--- src/rtl/mips_fetch_pkg.sv ---
// Shared definitions for the MIPS instruction-fetch queue: FSM encoding,
// word size and the default reset vector.
package mips_fetch_pkg;

   typedef enum logic {
      FETCH = 1'b0,
      DROP  = 1'b1
   } fetch_state_t;

   localparam logic [31:0] WORD_BYTES       = 32'd4;
   localparam logic [31:0] DEFAULT_RESET_PC = 32'h0000_0000;

   // Word-align an address; masking keeps every input bit in the expression.
   function automatic logic [31:0] align_word(input logic [31:0] addr);
      return addr & 32'hFFFF_FFFC;
   endfunction

endpackage

--- src/rtl/mips_fetch_fifo.sv ---
// DEPTH x 64-bit prefetch FIFO holding {pc, inst}. The head output holds its
// last shown value while the FIFO is empty, including across a flush.
module mips_fetch_fifo #(
   parameter int DEPTH = 4
) (
   input  logic                     clock,
   input  logic                     reset_n,
   input  logic                     push,
   input  logic [63:0]              push_data,
   input  logic                     pop,
   input  logic                     flush,
   output logic [$clog2(DEPTH):0]   count,
   output logic [63:0]              head
);

   localparam int AW = $clog2(DEPTH);
   localparam int CW = AW + 1;

   logic [63:0]   mem [DEPTH];
   logic [AW-1:0] rd_ptr;
   logic [AW-1:0] wr_ptr;
   logic [63:0]   hold_q;

   // NOTE: storage has no reset; count alone decides which entries are live.
   always_ff @(posedge clock) begin
      if (push && !flush) begin
         mem[wr_ptr] <= push_data;
      end
   end

   // NOTE: sequential state uses non-blocking assignments so every register
   // samples pre-edge values regardless of process ordering.
   always_ff @(posedge clock or negedge reset_n) begin
      if (!reset_n) begin
         rd_ptr <= '0;
         wr_ptr <= '0;
         count  <= '0;
         hold_q <= '0;
      end else begin
         hold_q <= head;
         if (flush) begin
            rd_ptr <= '0;
            wr_ptr <= '0;
            count  <= '0;
         end else begin
            if (push) wr_ptr <= wr_ptr + AW'(1);
            if (pop)  rd_ptr <= rd_ptr + AW'(1);
            case ({push, pop})
               2'b10:   count <= count + CW'(1);
               2'b01:   count <= count - CW'(1);
               default: count <= count;
            endcase
         end
      end
   end

   assign head = (count != '0) ? mem[rd_ptr] : hold_q;

endmodule

--- src/rtl/mips_fetch_queue.sv ---
// Instruction-fetch stage: sequential req/ack fetch into a prefetch queue,
// valid/ready delivery to the core, and redirect with orphan-request drop.
module mips_fetch_queue
   import mips_fetch_pkg::*;
#(
   parameter int          DEPTH    = 4,
   parameter logic [31:0] RESET_PC = DEFAULT_RESET_PC
) (
   input  logic        clock,
   input  logic        reset_n,
   output logic        imem_req,
   output logic [31:0] imem_addr,
   input  logic        imem_ack,
   input  logic [31:0] imem_rdata,
   output logic        inst_valid,
   input  logic        inst_ready,
   output logic [31:0] inst_data,
   output logic [31:0] inst_pc,
   input  logic        redirect,
   input  logic [31:0] redirect_pc
);

   localparam int CW = $clog2(DEPTH) + 1;

   fetch_state_t  state_q, state_n;
   logic [31:0]   fetch_pc_q, fetch_pc_n;
   logic [31:0]   drop_addr_q, drop_addr_n;
   logic          run_q;

   logic          push;
   logic          pop;
   logic [CW-1:0] count;
   logic [63:0]   head;

   // run_q keeps imem_req low for the first cycle out of reset.
   always_ff @(posedge clock or negedge reset_n) begin
      if (!reset_n) begin
         state_q     <= FETCH;
         fetch_pc_q  <= RESET_PC;
         drop_addr_q <= RESET_PC;
         run_q       <= 1'b0;
      end else begin
         state_q     <= state_n;
         fetch_pc_q  <= fetch_pc_n;
         drop_addr_q <= drop_addr_n;
         run_q       <= 1'b1;
      end
   end

   // Memory-side outputs depend on registered state only.
   always_comb begin
      imem_req  = run_q & ((state_q == DROP) | (count < CW'(DEPTH)));
      imem_addr = (state_q == DROP) ? drop_addr_q : fetch_pc_q;
   end

   // NOTE: every output of this block is defaulted first so no path infers a latch.
   always_comb begin
      state_n     = state_q;
      fetch_pc_n  = fetch_pc_q;
      drop_addr_n = drop_addr_q;
      push        = 1'b0;
      if (redirect) begin
         fetch_pc_n = align_word(redirect_pc);
         if (state_q == FETCH && imem_req && !imem_ack) begin
            drop_addr_n = imem_addr;
            state_n     = DROP;
         end else if (state_q == DROP && imem_ack) begin
            // The orphan completes this cycle; no need to re-issue it.
            state_n = FETCH;
         end
      end else if (imem_req && imem_ack) begin
         if (state_q == FETCH) begin
            push       = 1'b1;
            fetch_pc_n = fetch_pc_q + WORD_BYTES;
         end else begin
            state_n = FETCH;
         end
      end
   end

   assign inst_valid = (count != '0);
   assign pop        = inst_valid & inst_ready & ~redirect;
   assign inst_pc    = head[63:32];
   assign inst_data  = head[31:0];

   mips_fetch_fifo #(
      .DEPTH (DEPTH)
   ) u_fifo (
      .clock     (clock),
      .reset_n   (reset_n),
      .push      (push),
      .push_data ({fetch_pc_q, imem_rdata}),
      .pop       (pop),
      .flush     (redirect),
      .count     (count),
      .head      (head)
   );

endmodule

--- config.mk ---
export PLATFORM = sky130hd
export DESIGN_NAME = mips_fetch_queue
export DESIGN_NICKNAME = d
export VERILOG_FILES = /design/src/rtl/mips_fetch_pkg.sv /design/src/rtl/mips_fetch_fifo.sv /design/src/rtl/mips_fetch_queue.sv
export SDC_FILE = /design/constraint.sdc
export NUM_CORES = 1
export LEC_CHECK = 0
export CAP_MARGIN = 20
export CORE_UTILIZATION = 55
export DETAILED_ROUTE_END_ITERATION = 8
export PLACE_DENSITY = 0.89
export SYNTH_ARGS = -nofsm -noshare
export SYNTH_HDL_FRONTEND = slang
export SYNTH_SLANG_ARGS = --single-unit
--- constraint.sdc ---
create_clock -name clock -period 7.87 [get_ports clock]
set_clock_uncertainty 0.15 [all_clocks]
set_input_delay 1.574 -clock clock [delete_from_list [all_inputs] [get_ports clock]]
set_output_delay 1.574 -clock clock [all_outputs]
set_load 0.005 [all_outputs]
# Word-level counts from Yosys, hierarchy flattened
# Memories as Yosys holds them, arrays and structs flattened.
# Cells that the tools add are included.
[word_totals]
ff_bits = 137
mem_bits_rw = 256
mem_count = 1
input_bits = 69
elab_cells = 60
out_inout_bits = 98
[op_classes]
muxes = 20
n_bitwise = 6
reduce_logical = 15
n_eq_ne = 4
order_cmp = 1
n_addsub = 5
[mem_list]
columns = ["memory", "words", "word_bits", "rd", "rd_clocked_by_memory_dff", "write_ports", "line", "source"]
rows = [
  ["u_fifo.mem", 4, 64, 1, 0, 1, "mips_fetch_fifo.sv:19", "logic [63:0] mem [DEPTH];"],
]
[ops]
columns = ["cell", "count"]
rows = [
  ["$mux 32", 4],
  ["$mux 64", 1],
  ["$add 32x3->32 const B", 1],
  ["$mux 1", 9],
  ["$mux 2", 4],
  ["$pmux 3 s2", 1],
  ["$reduce_and 2->1", 3],
  ["$reduce_bool 2->1", 3],
  ["$reduce_bool 3->1", 2],
  ["$logic_and 1x1->1", 5],
  ["$add 2x1->2 const B", 2],
  ["$add 3x1->3 const B", 1],
  ["$and 1x1->1", 3],
  ["$lt 3x3->1 const B", 1],
  ["$mux 3", 1],
  ["$ne 3x1->1 const B", 1],
  ["$sub 3x1->3 const B", 1],
  ["$eq 2x1->1 const B", 1],
  ["$eq 2x2->1 const B", 1],
  ["$logic_not 1->1", 2],
  ["$ne 2x2->1 const B", 1],
  ["$not 1->1", 2],
  ["$or 1x1->1", 1],
]

# Longest topological paths before layout
# Gate-level depths: netlist of the first run.
[depth]
ltp_word = 9
ltp_mapped = 8
depth_no_buf = 6

# By module
# From an unflattened synthesis of the first run, not the netlist that was laid out.
[hier_totals]
hier_cells = 839
area_unflattened_um2 = 15492.4
[modules_own_cells]
columns = ["mod", "n_inst", "cells_each", "area_each_um2", "seq_area_each_um2"]
rows = [
  ["mips_fetch_fifo", 1, 510, 12014.0, 9464.1],
  ["mips_fetch_queue", 1, 329, 3478.3, 1601.5],
]

# Worst setup path before layout of the first run
# OpenSTA, ideal clock, no wires.
[synth_path]
path_kind = "input to register"
start = "in imem_ack"
end = "mem u_fifo.mem[0][0] (enable)"
stages = 3
required_time_ns = 7.293
setup_slack_ns = 3.312
setup_ns = 0.427
arrival_ns = 3.981
path_buffers = 1
cell_sequence = "nor4bb_1 -> clkbuf_1 -> and3_1"
[synth_via]
elab_chain_cells = 6
[synth_rtl]
columns = ["item", "line", "source"]
rows = [
  ["start: declaration", "mips_fetch_queue.sv:13", "input logic imem_ack,"],
  ["$logic_and 1x1->1", "mips_fetch_queue.sv:71", "end else if (imem_req && imem_ack) begin"],
  ["$mux 1", "mips_fetch_queue.sv:71", ""],
  ["$mux 1", "mips_fetch_queue.sv:62", "if (redirect) begin"],
  ["$logic_and 1x1->1", "mips_fetch_fifo.sv:26", "if (push && !flush) begin"],
  ["$mux 1", "mips_fetch_fifo.sv:26", ""],
  ["$mux 1 (not written as such)", "mips_fetch_fifo.sv:27", "mem[wr_ptr] <= push_data;"],
  ["end: declaration", "mips_fetch_fifo.sv:19", ""],
]
# Every way passes these cells.

# Worst setup path after layout of the first run
[layout_path]
start = "reg u_fifo.rd_ptr[0]"
end = "out inst_data[30]"
[layout_via]
elab_chain_cells = 2
[layout_rtl]
columns = ["item", "line", "source"]
rows = [
  ["start: declaration", "mips_fetch_fifo.sv:20", "logic [AW-1:0] rd_ptr;"],
  ["start signal: assignment", "mips_fetch_fifo.sv:47", "if (pop) rd_ptr <= rd_ptr + AW'(1);"],
  ["$mem_v2 4x64", "--", ""],
  ["$mux 64", "mips_fetch_fifo.sv:57", "assign head = (count != '0) ? mem[rd_ptr] : hold_q;"],
  ["end: declaration", "mips_fetch_queue.sv:17", "output logic [31:0] inst_data,"],
]
# Every way passes these cells.

==> results of run 1 <==
==> cells by family after synthesis <==
family | share of synthesized area
other | 0.000247
multiplexers | 0.134
buffers and inverters | 0.0176
adder cells (fa/ha/maj) | 0.00545
XOR/XNOR | 0.00751
AND/OR/NAND/NOR | 0.0988
AO/OA/AOI/OAI | 0.0223
flip-flops | 0.714
==> where the power goes <==
part	leakage, nW	switching [mW]	internal [mW]	total [mW]
registers	3.88	0.189	2.46	2.65
clock network	0.616	0.748	1.05	1.80
logic	2.21	0.958	1.05	2.00
total	6.70	1.90	4.56	6.45
==> sequential cells by signal (all words and copies together) (netlist names) <==
signal / count
state_q: 1
run_q: 1
u_fifo.count: 3
u_fifo.mem: 248
drop_addr_q: 32
u_fifo.hold_q: 64
fetch_pc_q: 30
u_fifo.wr_ptr: 2
u_fifo.rd_ptr: 2
==> layout make-up <==
type	count	area (um2)
Tap cell	341	427
Clock inverter	22	199
Clock buffer	50	1060
Timing Repair Buffer	175	1730
Antenna cell	3	7.51
Inverter	10	37.5
Multi-Input combinational cell	521	4110
Fill cell	1792	8630
Sequential cell	383	10800
==> cell usage in the layout, fill, tap and decap left out, drive strengths merged, types with 8 or more instances in the layout <==
master         count
a31oi             12
buf               12
clkbuf            50
clkdlybuf4s50    163
clkinv            14
dfrtp            135
edfxtp           248
inv               12
mux2              55
mux4              62
nand2            216
nand3             21
nand4              8
nor2              21
nor3               9
o21ai             20
o31ai             12
or4               22
xnor2             10
==> worst max-delay path: stages (launching register included) <==
cell,delay (ns)
dfrtp_4,0.79
buf_4,0.73
mux4_2,0.61
nand2_1,0.10
nand2_1,0.08
clkdlybuf4s50_1,0.46
==> path summary, 6_finish.rpt <==
path	depth (start not counted)	start	end
worst max-delay path	5	u_fifo.rd_ptr[0]	inst_data[30]
worst min-delay path	2	u_fifo.hold_q[3]	u_fifo.hold_q[3]
max in group asynchronous	2	reset_n	u_fifo.rd_ptr[0]
worst max register to register	4	state_q	fetch_pc_q[29]
worst min register to register	2	u_fifo.hold_q[3]	u_fifo.hold_q[3]
min in group asynchronous	1	reset_n	u_fifo.hold_q[2]
==> layer usage <==
layer	track usage	routed length [um]
met2	0.419	16600
met3	0.0520	2490
met1	0.299	13000
met4	0.0746	607
met5	0	0
==> metrics by stage <==
step                      std cells  cell area [um2]  utilization
after global placement         1430            17100        0.634
final                          1505            18400        0.681
after floorplan                 967            15200            -
after CTS                      1502            18400        0.680
after global routing           1503            18400        0.680
after detailed placement       1430            17100        0.634
==> synthesized netlist by cell type, drive strengths merged, types with 12 or more instances <==
| library cell | n |
|---|---|
| mux4 | 62 |
| or4 | 22 |
| clkbuf | 34 |
| nand3 | 21 |
| o31ai | 12 |
| mux2 | 55 |
| edfxtp | 248 |
| nor2 | 21 |
| buf | 19 |
| o21ai | 20 |
| nand2 | 216 |
| dfrtp | 135 |
| a31oi | 12 |
==> flow_summary.json, run 1 <==
{
  "pwr_density_cell_nw_per_um2": 351,
  "path_class": "reg2out",
  "finalCriticalPeriod_ns": 5.06,
  "cts_buffers": 39,
  "status": "finished clean",
  "place.gp.congestion": 0.747,
  "syn2layout_area_growth_pct": 21.3,
  "yosys.area.top_type": "edfxtp_1",
  "cts_root_buf": "clkbuf_16",
  "clk_pin_slew_ns": 0.06,
  "h-tree-depth": 2,
  "ys_seq_area_frac": 0.714,
  "gr-total-overflow": 0,
  "synth_area_leaders": "edfxtp_1 (49%), dfrtp_1 (22%), mux4_2 (9.2%), nand2_1 (5.3%), mux2_2 (4.1%)",
  "cts_sinks": 383,
  "synth_cells": 967,
  "row_count": 60,
  "cp-start-kind": "register",
  "wl_per_cell_um": 21.7,
  "grt_antenna_before_repair": 3,
  "cp_max_fo": 38,
  "ios": 167,
  "dp.final_hpwl_mm": 18.7,
  "avgSynthCellArea_um2": 15.7,
  "dieWidth_um": 168,
  "tightest_slew_ns": 1.05,
  "core_area_um2": 27000,
  "floorplan.initialDensity": 0.561,
  "layout-drive-gt1-share": 0.176,
  "grt_util_all_layers": 0.239,
  "netlist-cell-type-count": 44,
  "clkLatencyLatePin_ns": 0.52,
  "clockBufferDepth": 3,
  "die-area_um2": 28200,
  "wl_mm": 32.6,
  "synth_area_um2": 15200,
  "min_path_type": "reg2reg",
  "layout_setup_ws_ns": 2.81,
  "hold_violations": 0,
  "slew_headroom": 0.302,
  "post_cts_resized": 0,
  "vdd_drop_max_mv": 0.200,
  "post-cts-setup-buffers": 0,
  "firstDrtPassIters": 5,
  "post-route-period-util": 0.643,
  "antenna_left": 0,
  "cp.required_ns": 6.15,
  "die_y_um": 168,
  "nets": 1205,
  "viasPerCell": 5.87,
  "hold_slack_ns": 0.311,
  "synth_ff_type": "edfxtp_1",
  "maxSlewViolCount": 0,
  "power.total_mw": 6.45,
  "cts_tree": "built",
  "place_ws_ns": 3.25,
  "synth.top_cell.area_share": 0.491,
  "synth-async-reset-ratio": 0.352,
  "regToRegSetupSlack_ns": 4.79,
  "leakage_nw": 6.70,
  "grt_pass1_wl_mm": 51.2,
  "rsz0062_at_grt": "no",
  "cp.arrival_ns": 3.33,
  "synth_edf_count": 248,
  "route.vias.total": 8836,
  "drt-initial-drc-count": 611,
  "ys_ff_latch": 383,
  "port_buffers": 164,
  "route.detailed.drc": 0,
  "grt_start_max_net_pins": 70,
  "synth_warnings": 0,
  "setup_violations": 0,
  "fin_tns_setup_ns": 0,
  "syn_nets": 1042,
  "drv_cap": 0,
  "endpoint_kind": "output pin",
  "timing.fmax_mhz": 198,
  "first_global_vias": 9341,
  "postCtsHoldBufs": 0
}
(Power assumes the default switching activity.)
==> run 2, diff against run 1 <==
--- a/config.mk
+++ b/config.mk
@@ -6,9 +6,9 @@
 export NUM_CORES = 1
 export LEC_CHECK = 0
 export CAP_MARGIN = 20
-export CORE_UTILIZATION = 55
+export CORE_UTILIZATION = 51
 export DETAILED_ROUTE_END_ITERATION = 8
-export PLACE_DENSITY = 0.89
+export PLACE_DENSITY = 0.87
 export SYNTH_ARGS = -nofsm -noshare
 export SYNTH_HDL_FRONTEND = slang
 export SYNTH_SLANG_ARGS = --single-unit
==> constraint.sdc (replaced) <==
create_clock -name clock -period 4.55 [get_ports clock]
set_clock_uncertainty 0.15 [all_clocks]
set_input_delay 0.91 -clock clock [delete_from_list [all_inputs] [get_ports clock]]
set_output_delay 0.91 -clock clock [all_outputs]
set_load 0.005 [all_outputs]
==> run 2 against run 1 <==
  * Sequential power grew 73%
  * Critical path depth unchanged
  * Via count grew 0.22%
  * Clock-buffer cell count grew 3
  * Setup slack got worse by 2.2 ns
  * First-iteration DRC count increased by 18%
  * Combinational power increased by 76%
  * Non-clock buffer count up 4
  * Critical path type unchanged
  * Critical endpoint is now inst_data[8]
  * Largest power group unchanged
  * Highest routed layer is now met5
==> flow_summary.json, run 2 (synthesis results as in run 1) <==
{
  "status": "finished clean",
  "path_class": "reg2out",
  "cp_max_fo": 22,
  "final_cell_mix": "edfxtp_1 (248), nand2_1 (216), clkdlybuf4s50_1 (163)",
  "route.detailed.drc": 0,
  "antenna_left": 0,
  "first_global_vias": 9184,
  "dp.final_hpwl_mm": 19.4,
  "cts_tree": "built",
  "switchingPower_mw": 3.27,
  "antennaDiodeCount": 0,
  "die-area_um2": 30400,
  "layout.cells.non_filler": 1548,
  "regMostFlops": "u_fifo.mem",
  "hold_violations": 0,
  "cts_buffers": 39,
  "final_common_cell": "edfxtp_1",
  "place.gp.congestion": 0.787,
  "drv_cap": 0,
  "drt-initial-drc-count": 724,
  "setup_violations": 0,
  "tightest_slew_ns": 0.984,
  "post_cts_resized": 0,
  "comb_power_share": 0.313,
  "port_buffers": 164,
  "h-tree-depth": 2,
  "cts_root_buf": "clkbuf_16",
  "largest_reg_flops": 248,
  "regToRegSetupSlack_ns": 1.47,
  "grt_pass1_wl_mm": 51.3,
  "cp-start-kind": "register",
  "postCtsHoldBufs": 0,
  "fin_tns_setup_ns": 0,
  "core_area_um2": 29000,
  "finalCriticalPeriod_ns": 3.92,
  "worstReg2RegEnd": "u_fifo.mem[2][10]",
  "fin_util": 0.639,
  "wl_per_cell_um": 21.2,
  "wl_mm": 32.9,
  "cp.required_ns": 3.49,
  "dieWidth_um": 174,
  "min_path_type": "reg2reg",
  "clk_pin_slew_ns": 0.06,
  "seqPwrFrac": 0.410,
  "nets": 1209,
  "crit_path_start": "u_fifo.rd_ptr[0]",
  "clkLatencyLatePin_ns": 0.53,
  "hold_start": "u_fifo.hold_q[41]",
  "clockBufferDepth": 3,
  "reg2reg_from": "state_q",
  "reg.largest.list": "u_fifo.mem (248), u_fifo.hold_q (64), drop_addr_q (32)",
  "grt_start_max_net_pins": 92,
  "post-cts-setup-buffers": 0,
  "firstDrtPassIters": 5,
  "p_clk_frac": 0.277,
  "p_int_mw": 7.92,
  "place_ws_ns": 0.921,
  "die_y_um": 174,
  "layout-drive-gt1-share": 0.172,
  "layout_setup_ws_ns": 0.633,
  "pwr_density_cell_nw_per_um2": 603,
  "netSwitchingFraction": 0.292,
  "gr-total-overflow": 0,
  "vdd_drop_max_mv": 0.567,
  "floorplan.initialDensity": 0.523,
  "leakage_nw": 6.74,
  "slew_headroom": 0.344,
  "maxSlewViolCount": 0,
  "cp.arrival_ns": 2.86,
  "whs_endpoint": "u_fifo.hold_q[41]",
  "syn2layout_area_growth_pct": 22.3,
  "ios": 167,
  "row_count": 62,
  "reg2regPathDepth": 4,
  "grt_antenna_before_repair": 2,
  "route.vias.total": 8855,
  "endpoint_kind": "output pin",
  "dp_cells": 1477,
  "cts_sinks": 383,
  "viasPerCell": 5.72,
  "post-route-period-util": 0.861,
  "rsz0062_at_grt": "no",
  "grt_util_all_layers": 0.221,
  "power.total_mw": 11.2,
  "hold_depth": 2,
  "timing.fmax_mhz": 255
}
run 2: changes by cell type in the layout (fill, tap and decap cells not counted), moves of 2 or more:
cell,before,now
buf_12,0,7
clkbuf_1,7,11
clkinv_2,9,5
buf_4,11,8
clkinv_1,5,8
clkinvlp_4,3,0
diode_2,3,0
clkbuf_8,4,2
inv_6,3,1
run 2: worst max-delay path, cell delays in order (launching register included):
cell	delay (ns)
dfrtp_4	0.72
buf_4	0.39
mux4_2	0.55
nand2_1	0.09
nand2_1	0.10
clkdlybuf4s50_1	0.46
run 2: worst max path at each step:
| stage | to | slack, ns | cells after the start |
|---|---|---|---|
| after floorplan | u_fifo.mem[0][0] | 0.66 | 3 |
| after global placement | u_fifo.mem[1][2] | 0.96 | 5 |
| after detailed placement | u_fifo.mem[1][60] | 0.92 | 5 |
| after CTS | inst_data[8] | 0.53 | 5 |
| after global routing | inst_data[9] | 0.47 | 5 |
| final | inst_data[8] | 0.63 | 5 |
run 2: through the flow:
stage          hold WS [ns]  cell area, um2
2_1_floorplan         0.305           15200
3_3_place_gp          0.296           17300
3_5_place_dp          0.302           17300
4_1_cts               0.316           18500
5_1_grt               0.322           18500
6_report              0.310           18500
run 2: area by class of cell:
| type | instances | area (um2) |
|---|---|---|
| inverter | 10 | 37.5 |
| sequential | 383 | 10800 |
| timing repair buffer | 179 | 1840 |
| fill | 2032 | 10500 |
| clock buffer | 53 | 1070 |
| clock inverter | 18 | 175 |
| tap | 384 | 480 |
| multi-input combinational | 521 | 4110 |
run 2: power groups by stage:
| stage | Combinational (mW) | Clock [mW] | Sequential, mW |
|---|---|---|---|
| CTS | 3.57 | 3.15 | 4.59 |
| global placement | 3.44 | 0 | 4.62 |
| finish | 3.51 | 3.09 | 4.59 |
| detailed placement | 3.55 | 0 | 4.66 |
| floorplan | 1.69 | 0 | 4.47 |
| global route | 3.83 | 3.28 | 4.64 |
run 2: metal layers:
layer  wire, um  part of all wire  global-route usage  vias to the layer above
met5         11           0.00033                   0                        -
met3       2280             0.069              0.0402                       82
met2      16500              0.50               0.379                      377
met1      13300              0.40               0.287                     4445
li1           -                 -                   -                     3949
met4        785             0.024              0.0673                        2
==> run 3, diff against run 2 <==
--- a/config.mk
+++ b/config.mk
@@ -9,6 +9,7 @@
 export CORE_UTILIZATION = 51
 export DETAILED_ROUTE_END_ITERATION = 8
 export PLACE_DENSITY = 0.87
+export SLEW_MARGIN = 30
 export SYNTH_ARGS = -nofsm -noshare
 export SYNTH_HDL_FRONTEND = slang
 export SYNTH_SLANG_ARGS = --single-unit
==> run 3 against run 2 <==
  * Final area up 0.12%
  * Sequential power is essentially flat
  * Clock power barely moved
  * Utilization rose by 0.078 points
  * Sequential share of layout area is 0.071 points lower
  * Critical path depth unchanged
  * Die area unchanged
  * Hold slack about the same
  * Non-clock buffer count is 1 higher
  * Global-route usage unchanged
  * Fmax fell by 0.21%
  * Critical path type unchanged
  * Largest power group unchanged
==> flow_summary.json, run 3 (synthesis results as in run 1) <==
{
  "row_count": 62,
  "syn2layout_area_growth_pct": 22.5,
  "dp.final_hpwl_mm": 19.4,
  "crit_path_start": "u_fifo.rd_ptr[0]",
  "tightest_slew_ns": 0.975,
  "grt_antenna_before_repair": 2,
  "grt_start_max_net_pins": 92,
  "clkLatencyLatePin_ns": 0.53,
  "hold_start": "u_fifo.hold_q[41]",
  "viasPerCell": 5.72,
  "gr-total-overflow": 0,
  "drv_cap": 0,
  "nets": 1210,
  "timing.fmax_mhz": 255,
  "die_y_um": 174,
  "reg2reg_from": "state_q",
  "vdd_drop_max_mv": 0.569,
  "grt_pass1_wl_mm": 51.3,
  "port_buffers": 164,
  "antennaDiodeCount": 0,
  "final_common_cell": "edfxtp_1",
  "fin_tns_setup_ns": 0,
  "largest_reg_flops": 248,
  "leakage_nw": 6.75,
  "cts_sinks": 383,
  "cts_tree": "built",
  "wl_mm": 32.8,
  "firstDrtPassIters": 5,
  "h-tree-depth": 2,
  "core_area_um2": 29000,
  "die-area_um2": 30400,
  "ios": 167,
  "post-cts-setup-buffers": 0,
  "status": "finished clean",
  "clockBufferDepth": 3,
  "maxSlewViolCount": 0,
  "first_global_vias": 9184,
  "layout-drive-gt1-share": 0.173,
  "path_class": "reg2out",
  "wl_per_cell_um": 21.2,
  "cts_root_buf": "clkbuf_16",
  "postCtsHoldBufs": 0,
  "pwr_density_cell_nw_per_um2": 603,
  "post-route-period-util": 0.863,
  "place.gp.congestion": 0.787,
  "fill_cells": 2029,
  "post_cts_resized": 0,
  "cp.arrival_ns": 2.86,
  "ff_latch_area_um2": 10800,
  "multi_input_area_um2": 4110,
  "cp-start-kind": "register",
  "clk_pin_slew_ns": 0.06,
  "grt_util_all_layers": 0.221,
  "cp_max_fo": 22,
  "min_path_type": "reg2reg",
  "cp.required_ns": 3.49,
  "regMostFlops": "u_fifo.mem",
  "finalCriticalPeriod_ns": 3.92,
  "endpoint_kind": "output pin",
  "hold_slack_ns": 0.310,
  "setup_violations": 0,
  "place_ws_ns": 0.921,
  "cts_buffers": 39,
  "floorplan.initialDensity": 0.523,
  "reg.largest.list": "u_fifo.mem (248), u_fifo.hold_q (64), drop_addr_q (32)",
  "final_cell_mix": "edfxtp_1 (248), nand2_1 (216), clkdlybuf4s50_1 (163)",
  "rsz0062_at_grt": "no",
  "layout_setup_ws_ns": 0.625,
  "hold_violations": 0,
  "drt-initial-drc-count": 727,
  "dieWidth_um": 174,
  "route.detailed.drc": 0,
  "slew_headroom": 0.350,
  "antenna_left": 0,
  "route.vias.total": 8862
}
==> run 3: cell types whose count changed in the layout (fill, tap and decap cells not counted), sizes merged <==
cell    delta
clkbuf     +1
==> run 3: worst paths after layout <==
path	end	slack, ns	cells past startpoint
worst min-delay path	u_fifo.hold_q[41]	0.31	2
max in group asynchronous	u_fifo.hold_q[54]	3.03	2
worst max register to register	u_fifo.mem[3][6]	1.47	4
min in group asynchronous	u_fifo.hold_q[16]	0.32	1
worst max-delay path	inst_data[8]	0.63	5
worst min register to register	u_fifo.hold_q[41]	0.31	2
==> run 3: routing by layer <==
metal	share of wire	track usage	vias to the layer above
li1	-	-	3952
met3	0.068	0.0402	80
met1	0.41	0.287	4479
met2	0.50	0.379	349
met5	0.00033	0	-
met4	0.024	0.0673	2
==> run 3: layout make-up <==
cell class | count | share of cell area
Tap cell | 384 | 0.0259
Timing Repair Buffer | 180 | 0.100
Clock buffer | 53 | 0.0576
Inverter | 10 | 0.00202
Sequential cell | 383 | 0.583
Clock inverter | 18 | 0.00943
Multi-Input combinational cell | 521 | 0.221
==> run 3: report_power, final <==
group          internal (mW)  switching [mW]
sequential              4.25           0.319
clock                   1.82            1.27
combinational           1.84            1.69
total                   7.92            3.28
==> run 3: stage by stage <==
| stage | cell area, um2 | power, mW | cells | util |
|---|---|---|---|---|
| after floorplan | 15200 | 6.16 | 967 | - |
| after global placement | 17300 | 8.06 | 1477 | 0.596 |
| after detailed placement | 17300 | 8.21 | 1477 | 0.596 |
| after CTS | 18500 | 11.3 | 1548 | 0.639 |
| after global routing | 18600 | 11.8 | 1549 | 0.640 |
| final | 18600 | 11.2 | 1549 | 0.640 |
==> run 3: critical path: stages (launching register included) <==
cell	delay, ns
dfrtp_4	0.73
buf_4	0.39
mux4_2	0.55
nand2_1	0.09
nand2_1	0.10
clkdlybuf4s50_1	0.46
